[config.mk]
export PLATFORM = sky130hd
export DESIGN_NAME = ultrasonido_filtro
export DESIGN_NICKNAME = d
export VERILOG_FILES = /design/src/rtl/ultrasonido_pkg.sv /design/src/rtl/ultrasonido_filtro_div_seq.sv /design/src/rtl/ultrasonido_filtro.sv
export SDC_FILE = /design/constraint.sdc
export NUM_CORES = 1
export LEC_CHECK = 0
export ABC_AREA = 0
export ABC_CLOCK_PERIOD_IN_PS = 2900
export CAP_MARGIN = 10
export CORE_UTILIZATION = 54
export DETAILED_ROUTE_END_ITERATION = 10
export GPL_TIMING_DRIVEN = 0
export PLACE_DENSITY = 0.77
export SETUP_SLACK_MARGIN = 0.02
export SKIP_LAST_GASP = 1
export SYNTH_ARGS = -nofsm -noshare
export SYNTH_HDL_FRONTEND = slang
export SYNTH_SLANG_ARGS = --single-unit
[constraint.sdc]
create_clock -name clk -period 2.9 [get_ports clk]
set_input_delay 0.725 -clock clk [delete_from_list [all_inputs] [get_ports clk]]
set_output_delay 0.725 -clock clk [all_outputs]
set_load 0.05 [all_outputs]
[src/rtl/ultrasonido_pkg.sv]
`default_nettype none
// +----------------------------------------------------------------------+
// | ultrasonido_pkg                                                       |
// | Shared FSM encoding and default constants for the ultrasonic filter.  |
// | Revision: 1.0                                                         |
// +----------------------------------------------------------------------+
package ultrasonido_pkg;

    typedef enum logic [1:0] {
        ST_IDLE     = 2'd0,
        ST_DIVIDE   = 2'd1,
        ST_ACCUM    = 2'd2,
        ST_CLASSIFY = 2'd3
    } state_t;

    localparam int c_US_PER_CM = 58;
    localparam int c_MAX_US    = 23200;
    localparam int c_NEAR_CM   = 30;
    localparam int c_FAR_CM    = 40;
    localparam int c_CONFIRM   = 2;
    localparam int c_AVG_LOG2  = 2;
    localparam int c_DIST_W    = 9;

endpackage
`default_nettype wire

[src/rtl/ultrasonido_filtro_div_seq.sv]
`default_nettype none
// +----------------------------------------------------------------------+
// | div_seq                                                               |
// | 16-bit by constant restoring divider, one quotient bit per cycle.     |
// | Revision: 1.0                                                         |
// +----------------------------------------------------------------------+
module div_seq
    import ultrasonido_pkg::*;
#(
    parameter int DIVISOR = c_US_PER_CM,
    parameter int QUO_W   = c_DIST_W
) (
    input  logic             clk,
    input  logic             reset_n,
    input  logic             start,
    input  logic [15:0]      dividend,
    output logic             done,
    output logic [QUO_W-1:0] quotient
);

    localparam int                c_REM_W = $clog2(DIVISOR);
    localparam logic [c_REM_W:0]  c_DIV_T = (c_REM_W + 1)'(DIVISOR);

    logic [c_REM_W-1:0] r_rem;
    logic [15:0]        r_dq;
    logic [3:0]         r_cnt;
    logic               r_active;

    logic [c_REM_W-1:0] w_src_rem;
    logic [15:0]        w_src_dq;
    logic [c_REM_W:0]   w_trial;
    logic [c_REM_W-1:0] w_next_rem;
    logic               w_qbit;

    // The first iteration runs on the start edge directly from the input so
    // that the last quotient bit lands 16 cycles after start.
    always_comb begin
        w_src_rem  = start ? '0 : r_rem;
        w_src_dq   = start ? dividend : r_dq;
        w_trial    = {w_src_rem, w_src_dq[15]};
        w_qbit     = 1'b0;
        w_next_rem = w_trial[c_REM_W-1:0];
        if (w_trial >= c_DIV_T) begin
            w_qbit     = 1'b1;
            w_next_rem = c_REM_W'(w_trial - c_DIV_T);
        end
    end

    always_ff @(posedge clk) begin
        if (!reset_n) begin
            r_rem    <= '0;
            r_dq     <= '0;
            r_cnt    <= '0;
            r_active <= 1'b0;
            done     <= 1'b0;
        end else begin
            done <= 1'b0;
            if (start) begin
                r_rem    <= w_next_rem;
                r_dq     <= {w_src_dq[14:0], w_qbit};
                r_cnt    <= 4'd1;
                r_active <= 1'b1;
            end else if (r_active) begin
                r_rem <= w_next_rem;
                r_dq  <= {w_src_dq[14:0], w_qbit};
                r_cnt <= r_cnt + 4'd1;
                if (r_cnt == 4'd15) begin
                    r_active <= 1'b0;
                    done     <= 1'b1;
                end
            end
        end
    end

    assign quotient = r_dq[QUO_W-1:0];

endmodule
`default_nettype wire

[src/rtl/ultrasonido_filtro.sv]
`default_nettype none
// +----------------------------------------------------------------------+
// | ultrasonido_filtro                                                    |
// | Echo width to cm, moving average and hysteretic presence detection.   |
// | Optional stale timeout enabled by macro ULTRA_TIMEOUT_EN.             |
// | Revision: 1.0                                                         |
// +----------------------------------------------------------------------+
module ultrasonido_filtro
    import ultrasonido_pkg::*;
#(
    parameter int AVG_LOG2  = c_AVG_LOG2,
    parameter int NEAR_CM   = c_NEAR_CM,
    parameter int FAR_CM    = c_FAR_CM,
    parameter int CONFIRM   = c_CONFIRM,
    parameter int MAX_US    = c_MAX_US,
    parameter int US_PER_CM = c_US_PER_CM
`ifdef ULTRA_TIMEOUT_EN
    ,
    parameter int TIMEOUT_CYC = 25_000_000
`endif
) (
    input  logic                clk,
    input  logic                reset_n,
    input  logic                sample_valid,
    input  logic [15:0]         sample_us,
    output logic                busy,
    output logic [c_DIST_W-1:0] dist_cm,
    output logic                dist_valid,
    output logic                presence,
    output logic                presence_chg,
    output logic                out_of_range,
    output logic                overrun
`ifdef ULTRA_TIMEOUT_EN
    ,
    output logic                stale
`endif
);

    localparam int                c_DEPTH     = 1 << AVG_LOG2;
    localparam int                c_SUM_W     = c_DIST_W + AVG_LOG2;
    localparam int                c_CONF_W    = $clog2(CONFIRM + 1);
    localparam logic [AVG_LOG2:0] c_FILL_FULL = c_DEPTH[AVG_LOG2:0];

    state_t              r_state;
    logic [c_DIST_W-1:0] r_buf [c_DEPTH];
    logic [AVG_LOG2-1:0] r_wr_ptr;
    logic [c_SUM_W-1:0]  r_sum;
    logic [AVG_LOG2:0]   r_fill;
    logic [c_CONF_W-1:0] r_confirm;

    logic                w_in_range;
    logic                w_accept;
    logic                w_div_done;
    logic [c_DIST_W-1:0] w_quot;
    logic [c_DIST_W-1:0] w_avg;
    logic                w_qual;
    logic                w_timeout;

    assign busy       = (r_state != ST_IDLE);
    assign w_in_range = (sample_us != 16'd0) && (sample_us <= 16'(MAX_US));
    assign w_accept   = sample_valid && (r_state == ST_IDLE) && w_in_range;
    assign w_avg      = r_sum[c_SUM_W-1:AVG_LOG2];
    assign w_qual     = presence ? (w_avg >= c_DIST_W'(FAR_CM))
                                 : (w_avg <= c_DIST_W'(NEAR_CM));

    div_seq #(
        .DIVISOR (US_PER_CM),
        .QUO_W   (c_DIST_W)
    ) u_div (
        .clk      (clk),
        .reset_n  (reset_n),
        .start    (w_accept),
        .dividend (sample_us),
        .done     (w_div_done),
        .quotient (w_quot)
    );

`ifdef ULTRA_TIMEOUT_EN
    logic [24:0] r_idle_cnt;

    // Counter parks at TIMEOUT_CYC so the timeout fires only once per silence.
    assign w_timeout = !w_accept && (r_idle_cnt == 25'(TIMEOUT_CYC - 1));

    always_ff @(posedge clk) begin
        if (!reset_n) begin
            r_idle_cnt <= '0;
            stale      <= 1'b0;
        end else if (w_accept) begin
            r_idle_cnt <= '0;
            stale      <= 1'b0;
        end else begin
            if (r_idle_cnt != 25'(TIMEOUT_CYC))
                r_idle_cnt <= r_idle_cnt + 25'd1;
            if (w_timeout)
                stale <= 1'b1;
        end
    end
`else
    assign w_timeout = 1'b0;
`endif

    always_ff @(posedge clk) begin
        if (!reset_n) begin
            r_state      <= ST_IDLE;
            r_wr_ptr     <= '0;
            r_sum        <= '0;
            r_fill       <= '0;
            r_confirm    <= '0;
            dist_cm      <= '0;
            dist_valid   <= 1'b0;
            presence     <= 1'b0;
            presence_chg <= 1'b0;
            out_of_range <= 1'b0;
            overrun      <= 1'b0;
            for (int i = 0; i < c_DEPTH; i++)
                r_buf[i] <= '0;
        end else begin
            dist_valid   <= 1'b0;
            presence_chg <= 1'b0;
            out_of_range <= 1'b0;
            if (sample_valid && busy)
                overrun <= 1'b1;

            case (r_state)
                ST_IDLE: begin
                    if (sample_valid) begin
                        if (w_in_range)
                            r_state <= ST_DIVIDE;
                        else
                            out_of_range <= 1'b1;
                    end
                end
                ST_DIVIDE: begin
                    if (w_div_done)
                        r_state <= ST_ACCUM;
                end
                ST_ACCUM: begin
                    r_sum           <= r_sum - c_SUM_W'(r_buf[r_wr_ptr]) + c_SUM_W'(w_quot);
                    r_buf[r_wr_ptr] <= w_quot;
                    r_wr_ptr        <= r_wr_ptr + 1'b1;
                    if (r_fill != c_FILL_FULL)
                        r_fill <= r_fill + 1'b1;
                    r_state <= ST_CLASSIFY;
                end
                ST_CLASSIFY: begin
                    r_state <= ST_IDLE;
                    // Until the window is full the average is meaningless.
                    if (r_fill == c_FILL_FULL) begin
                        dist_cm    <= w_avg;
                        dist_valid <= 1'b1;
                        if (w_qual) begin
                            if (r_confirm == c_CONF_W'(CONFIRM - 1)) begin
                                presence     <= ~presence;
                                presence_chg <= 1'b1;
                                r_confirm    <= '0;
                            end else begin
                                r_confirm <= r_confirm + 1'b1;
                            end
                        end else begin
                            r_confirm <= '0;
                        end
                    end
                end
                default: r_state <= ST_IDLE;
            endcase

            if (w_timeout) begin
                presence     <= 1'b0;
                presence_chg <= presence;
                r_wr_ptr     <= '0;
                r_sum        <= '0;
                r_fill       <= '0;
                r_confirm    <= '0;
                for (int i = 0; i < c_DEPTH; i++)
                    r_buf[i] <= '0;
            end
        end
    end

endmodule
`default_nettype wire

==> results.sh, run 1 <==
export IMPL_initial_core_util=0.562
export IMPL_start_kind="flop"
export IMPL_setup_viol=5
export IMPL_drive_above_1_share=0.150
export IMPL_synthesis_area_um2=5240
export IMPL_fin_cells=701
export IMPL_arrival_ns=3.32
export IMPL_grt_ovfl_total=0
export IMPL_fin_setup_tns_ns=-0.412
export IMPL_switching_power_mw=1.64
export IMPL_critical_path_cell_chain="buf_8 -> mux4_2 -> fa_2 -> fa_2 -> nor2b_4 -> o31ai_4 -> a21oi_2 -> nand4_1 -> a32o_1 -> a22o_1"
export IMPL_cts_tree="yes"
export IMPL_crit_top_cell="fa_2"
export IMPL_worst_path_max_delay_cell="mux4_2"
export IMPL_path_max_fanout=6
export IMPL_power_density_nw_per_um2=706
export IMPL_max_freq_ghz=0.328
export IMPL_multi_input_comb_area_um2=2790
export IMPL_drv_cap=0
export IMPL_n_antenna_cell=0
export IMPL_hp_class="reg -> reg"
export IMPL_yosysWarnings=0
export IMPL_first_pass_iters=4
export IMPL_synth_area_leader_cell="dfxtp_1"
export IMPL_synthCells=514
export IMPL_grt_max_degree=20
export IMPL_regArea_um2=2360
export IMPL_core_area_um2=9330
export IMPL_violations="setup timing"
export IMPL_timing_rr_end="r_sum[10]"
export IMPL_power_leakage_nw=2.48
export IMPL_power_mw=4.40
export IMPL_drt_met1_wl_um=4920
export IMPL_grt_pass1_vias=3767
export IMPL_pwr_share_clk=0.199
export IMPL_dpl_worst_slack_ns=-0.679
export IMPL_swShare=0.374
export IMPL_synthFlopType="dfxtp_1"
export IMPL_via_per_inst=5.56
export IMPL_setup_ws_ns=-0.153
export IMPL_wl_per_cell_um=16.0
export IMPL_stdcell_area_um2=6230
export IMPL_final_util=0.668
export IMPL_status="finished, violations left"
export IMPL_avgSynthCellArea_um2=10.2
export IMPL_period_minus_slack_ns=3.05
export IMPL_cp_endpoint="r_sum[10]"
export IMPL_hpwl_um=8020
export IMPL_yosys_register_bits=100
export IMPL_numCtsBuffers=9
export IMPL_gp_congestion=0.848
export IMPL_syn_to_final_growth_pct=18.9
export IMPL_grt_pass1_wl_um=17800
export IMPL_cpPeakStageDelay_ns=0.52
export IMPL_async_flop_share=0
export IMPL_met3_length_um=470
export IMPL_rsz0062_at_grt="true"
export IMPL_ys_types=54
export IMPL_drc=0
export IMPL_via_count=3897
export IMPL_port_buffers=32
export IMPL_yosysMostFrequentCell="dfxtp_1"
export IMPL_final_nets=616
export IMPL_r2r_setup_slack_ns=-0.15
export IMPL_ant_nets=0
export IMPL_placed_cell_area_um2=5750
export IMPL_r2r_cells=10
export IMPL_fillers=708
export IMPL_fp_dieW_um=101
export IMPL_post_route_period_util=1.05
export IMPL_drv_slew=0
export IMPL_synth_edf_count=36
export IMPL_hold_ws_ns=0.472
export IMPL_synth_common_cells="dfxtp_1, nand2_1, inv_1"
export IMPL_post_place_cells=676
export IMPL_p_comb_frac=0.417
export IMPL_worst_clock_skew_ns=0.0143
export IMPL_antenna_found_initial=0
export IMPL_ios=34
export IMPL_insertion_delay_ns=0.37
export IMPL_hold_violations=0
export IMPL_synth_top_area_share=0.244
export IMPL_drtIter0Drc=197
export IMPL_root_buffer="clkbuf_8"
export IMPL_cts_clk_slew_worst_paths_ns=0.10
export IMPL_ys_seq_area_frac=0.451
export IMPL_max_slew_worst_pin_slew_ns=0.909
export IMPL_syn_num_nets=563
export IMPL_endpoint_kind="flop"
export IMPL_relSlewSlack=0.393
export IMPL_die_h_um=101
export IMPL_cts_sinks=100
export IMPL_pwr_share_seq=0.384
export IMPL_grt_usage=0.229
export IMPL_p_int_mw=2.76
export IMPL_cts_max_level=3
export IMPL_highest_layer="met4"
export IMPL_wl_met2_um=5600
export IMPL_synthTopCellsByArea="dfxtp_1, edfxtp_1, ha_1"
export IMPL_ir_drop_v=0.000318
export IMPL_crit_required_ns=3.16
export IMPL_finalWirelength_um=11200
export IMPL_crit_type="reg -> reg"
export IMPL_num_rows=35
export IMPL_clockBufferDepth=2
export IMPL_dieArea_um2=10100
-- power by group through the flow --
stage | clock network (mW) | registers [mW] | logic [mW]
floorplan | 0 | 1.70 | 1.15
global placement | 0 | 1.71 | 1.43
detailed placement | 0 | 1.71 | 1.49
CTS | 0.887 | 1.68 | 1.65
global route | 0.939 | 1.70 | 2.01
finish | 0.878 | 1.69 | 1.84
-- sequential cells by signal, indices dropped and copies added (netlist names), 3 cells and up, named ones only --
signal,cells
r_fill,3
u_div.r_rem,6
dist_cm,9
u_div.r_cnt,4
r_sum,11
r_buf,36
u_div.r_dq,16
-- kinds of logic (layout without fill, tap and decap cells) --
| group | after synthesis | count (layout) | share of synthesized area |
|---|---|---|---|
| simple gates | 180 | 180 | 0.180 |
| fa+ha+maj | 30 | 30 | 0.0845 |
| buf+inv | 72 | 130 | 0.0582 |
| xor+xnor | 13 | 13 | 0.0217 |
| flops | 100 | 100 | 0.451 |
| compound gates | 94 | 94 | 0.136 |
| mux | 25 | 25 | 0.0692 |
-- cell usage in the layout, fill, tap and decap left out, types with 6 or more instances in the layout --
master           Yosys  final
o21ai_0             13     10
nand2_1             54     54
o211a_1             16     16
ha_1                21     14
dfxtp_1             64     62
edfxtp_1            36     36
nor4_1              12     11
buf_4                0      9
mux2i_1             16     16
clkbuf_1            17     17
a21boi_0            14     14
mux4_2               9      9
clkbuf_8             0      9
a21oi_1             14      9
nand3_1             12     12
nand4_1              8      8
o211ai_1             8      8
ha_4                 0      7
nand2b_1             7      7
xnor2_1              8      8
inv_1               46     42
dlygate4sd2_1        0      6
nor2_1              29     26
and2_1              26     26
clkdlybuf4s50_1      0     17
fa_1                 9      7
dlymetal6s2s_1       0      9
-- critical path, delay by kind of cell (launching register included) --
family          cells  cell delay, ns
simple gates        2            0.29
buf+inv             1            0.13
flops               1            0.34
mux                 1            0.52
compound gates      4            0.70
fa+ha+maj           2            0.96
-- repair_timing --
action / 4_1_cts / 5_1_grt
resized for setup: 25 / 34
hold buffers: 0 / 0
buffers inserted: 6 / 4
setup endpoints to repair: 13 / 13
pin swaps: 18 / 24
-- cell type report --
cell class / instances / area share
Clock inverter: 7 / 0.0104
Clock buffer: 9 / 0.0199
Inverter: 46 / 0.0277
Sequential cell: 100 / 0.379
Tap cell: 129 / 0.0259
Multi-Input combinational cell: 342 / 0.447
Buffer: 25 / 0.0223
Timing Repair Buffer: 43 / 0.0672
-- how the worst min path moves through the flow --
stage	from	end	slack [ns]	depth (start not counted)
2_1_floorplan	r_sum[10]	dist_cm[8]	0.44	2
3_3_place_gp	dist_cm[6]	dist_cm[6]	0.45	2
3_5_place_dp	dist_cm[8]	dist_cm[8]	0.47	2
4_1_cts	u_div.r_cnt[3]	u_div.done	0.47	2
5_1_grt	dist_cm[6]	dist_cm[6]	0.50	2
6_report	dist_cm[8]	dist_cm[8]	0.47	2
-- routing by layer --
metal,track usage,vias to the layer above
met5,0,-
met4,0.0825,0
met3,0.0444,19
met2,0.400,108
met1,0.282,1851
li1,-,1919
Note: power is estimated with default switching activity, not from simulation.
==> run 2: changes to the inputs <==
Settings changed: CORE_ASPECT_RATIO set to 1.25, CTS_CLUSTER_DIAMETER set to 40.
==> run 2 against run 1 <==
Against the previous run:
- the flow still finishes with violations (setup timing)
- worst setup slack worse by 0.043 ns
- sequential share of layout area down 0.64 points
- die area hardly changed
- via count grew 2.3%
- core utilization rose by 1.5 points
- global-route usage increased by 1.4 points
- hold slack got worse by 0.011 ns
- critical path type unchanged
==> results.sh, run 2 (same netlist as run 1, synthesis figures left out) <==
export IMPL_crit_type="reg -> reg"
export IMPL_worstHoldEndpoint="dist_cm[6]"
export IMPL_via_count=3985
export IMPL_cp_num_buf_inv=4
export IMPL_r2r_setup_slack_ns=-0.20
export IMPL_power_density_nw_per_um2=754
export IMPL_ios=34
export IMPL_period_minus_slack_ns=3.10
export IMPL_wl_per_cell_um=16.8
export IMPL_crit_top_cell="a21oi_2"
export IMPL_setup_viol=4
export IMPL_worst_clock_skew_ns=0.0117
export IMPL_placed_cell_area_um2=5740
export IMPL_fin_setup_tns_ns=-0.608
export IMPL_final_nets=620
export IMPL_root_buffer="clkbuf_16"
export IMPL_grt_ovfl_total=0
export IMPL_r2r_cells=13
export IMPL_crit_required_ns=3.19
export IMPL_drtIter0Drc=259
export IMPL_final_cell_mix="dfxtp_1, nand2_1, inv_1, edfxtp_1, nor2_1"
export IMPL_worst_path_max_delay_cell="fa_1"
export IMPL_die_h_um=112
export IMPL_power_leakage_nw=2.52
export IMPL_setup_ws_ns=-0.195
export IMPL_p_int_mw=3.11
export IMPL_worstHoldStart="dist_cm[6]"
export IMPL_grt_pass1_vias=4044
export IMPL_cts_tree="yes"
export IMPL_cpPeakStageDelay_ns=0.56
export IMPL_post_place_cells=670
export IMPL_via_per_inst=5.70
export IMPL_drc=0
export IMPL_pwr_share_clk=0.256
export IMPL_endpoint_kind="flop"
export IMPL_path_max_fanout=8
export IMPL_final_util=0.684
export IMPL_p_comb_frac=0.391
export IMPL_cts_max_level=3
export IMPL_post_route_period_util=1.07
export IMPL_crit_family="adder cells"
export IMPL_status="finished, violations left"
export IMPL_antenna_found_initial=0
export IMPL_grt_pass1_wl_um=19300
export IMPL_drive_above_1_share=0.151
export IMPL_violations="setup timing"
export IMPL_clockBufferDepth=2
export IMPL_ant_nets=0
export IMPL_syn_to_final_growth_pct=20.9
export IMPL_drv_slew=0
export IMPL_finalWirelength_um=11700
export IMPL_switching_power_mw=1.67
export IMPL_max_slew_worst_pin_slew_ns=0.677
export IMPL_fin_cells=699
export IMPL_relSlewSlack=0.548
export IMPL_pwr_share_seq=0.354
export IMPL_largest_register="r_buf"
export IMPL_critical_path_cell_chain="buf_8 -> buf_6 -> mux4_2 -> fa_1 -> inv_2 -> ha_4 -> or2_2 -> a21oi_2 -> a21oi_2 -> buf_4 -> a21oi_2 -> nand4_1 -> o211ai_1"
export IMPL_drv_cap=0
export IMPL_hpwl_um=8260
export IMPL_swShare=0.349
export IMPL_num_rows=39
export IMPL_ir_drop_v=0.000401
export IMPL_insertion_delay_ns=0.36
export IMPL_numCtsBuffers=9
export IMPL_max_freq_ghz=0.323
export IMPL_grt_max_degree=18
export IMPL_cts_clk_slew_worst_paths_ns=0.07
export IMPL_fp_dieW_um=90.1
export IMPL_whs_path_depth=2
export IMPL_dieArea_um2=10100
export IMPL_stdcell_area_um2=6340
export IMPL_initial_core_util=0.565
export IMPL_largest_reg_flops=36
export IMPL_cts_sinks=100
export IMPL_rsz0062_at_grt="true"
export IMPL_gp_congestion=0.854
export IMPL_timing_rr_end="r_sum[8]"
export IMPL_top_regs="r_buf (36), u_div.r_dq (16), r_sum (11)"
export IMPL_arrival_ns=3.38
export IMPL_grt_usage=0.243
export IMPL_port_buffers=32
export IMPL_start_kind="flop"
export IMPL_hold_violations=0
export IMPL_layout_commonest_cell="dfxtp_1"
export IMPL_core_area_um2=9270
export IMPL_hp_class="reg -> reg"
export IMPL_first_pass_iters=4
export IMPL_n_antenna_cell=0
[run 2: cell types whose count changed in the layout (fill, tap and decap cells not counted), sizes merged]
cell,before,now
buf,19,23
inv,51,48
clkdlybuf4s50,17,19
dlymetal6s2s,9,7
clkinvlp,1,0
bufinv,0,1
clkinv,1,4
[run 2: cell type report]
cell class / count / area (um^2)
fillers: 714 / 2930
multi-input cells: 342 / 2770
flip-flops and latches: 100 / 2360
repair buffers: 47 / 444
clock buffers: 9 / 225
inverters: 46 / 173
well taps: 123 / 154
plain buffers: 25 / 139
clock inverters: 7 / 73.8
[run 2: routing by layer]
metal | global-route usage | wire, um
met1 | 0.266 | 4710
met2 | 0.449 | 6170
met3 | 0.0440 | 490
met4 | 0.120 | 372
met5 | 0 | 0
[run 2: power by group through the flow]
stage,sequential (mW),combinational [mW],clock [mW]
after floorplan,1.70,1.15,0
after global placement,1.71,1.43,0
after detailed placement,1.71,1.49,0
after CTS,1.69,1.73,1.23
after global routing,1.70,2.05,1.29
final,1.69,1.87,1.22
[run 2: how the worst max path moves through the flow]
| stage | startpoint | end | slack (ns) | cells after the start |
|---|---|---|---|---|
| floorplan | flop | r_sum[10] | -0.003 | 13 |
| global placement | sample_us[0] | u_div.r_rem[4] | -0.62 | 14 |
| detailed placement | sample_us[0] | u_div.r_rem[4] | -0.69 | 14 |
| CTS | flop | r_sum[10] | -0.12 | 13 |
| global route | flop | r_sum[8] | -0.31 | 13 |
| finish | flop | r_sum[8] | -0.20 | 13 |
[run 2: tightest hold or removal path, stage by stage (launching register included)]
cell and delay, ns:
dfxtp_1 0.31, nand2_1 0.04, a21boi_0 0.06
[run 2: metrics by stage]
stage | setup slack [ns] | hold slack [ns] | total power [mW]
6_report | -0.195 | 0.461 | 4.78
5_1_grt | -0.315 | 0.500 | 5.04
4_1_cts | -0.116 | 0.467 | 4.65
3_5_place_dp | -0.688 | 0.457 | 3.20
3_3_place_gp | -0.615 | 0.450 | 3.14
2_1_floorplan | -0.00285 | 0.441 | 2.86
[run 2: timing repair]
action	CTS	global route
resized for setup	31	21
hold buffers	0	0
setup buffers	10	4
setup endpoints to repair	14	28
pin swaps	23	19
gates cloned	0	0
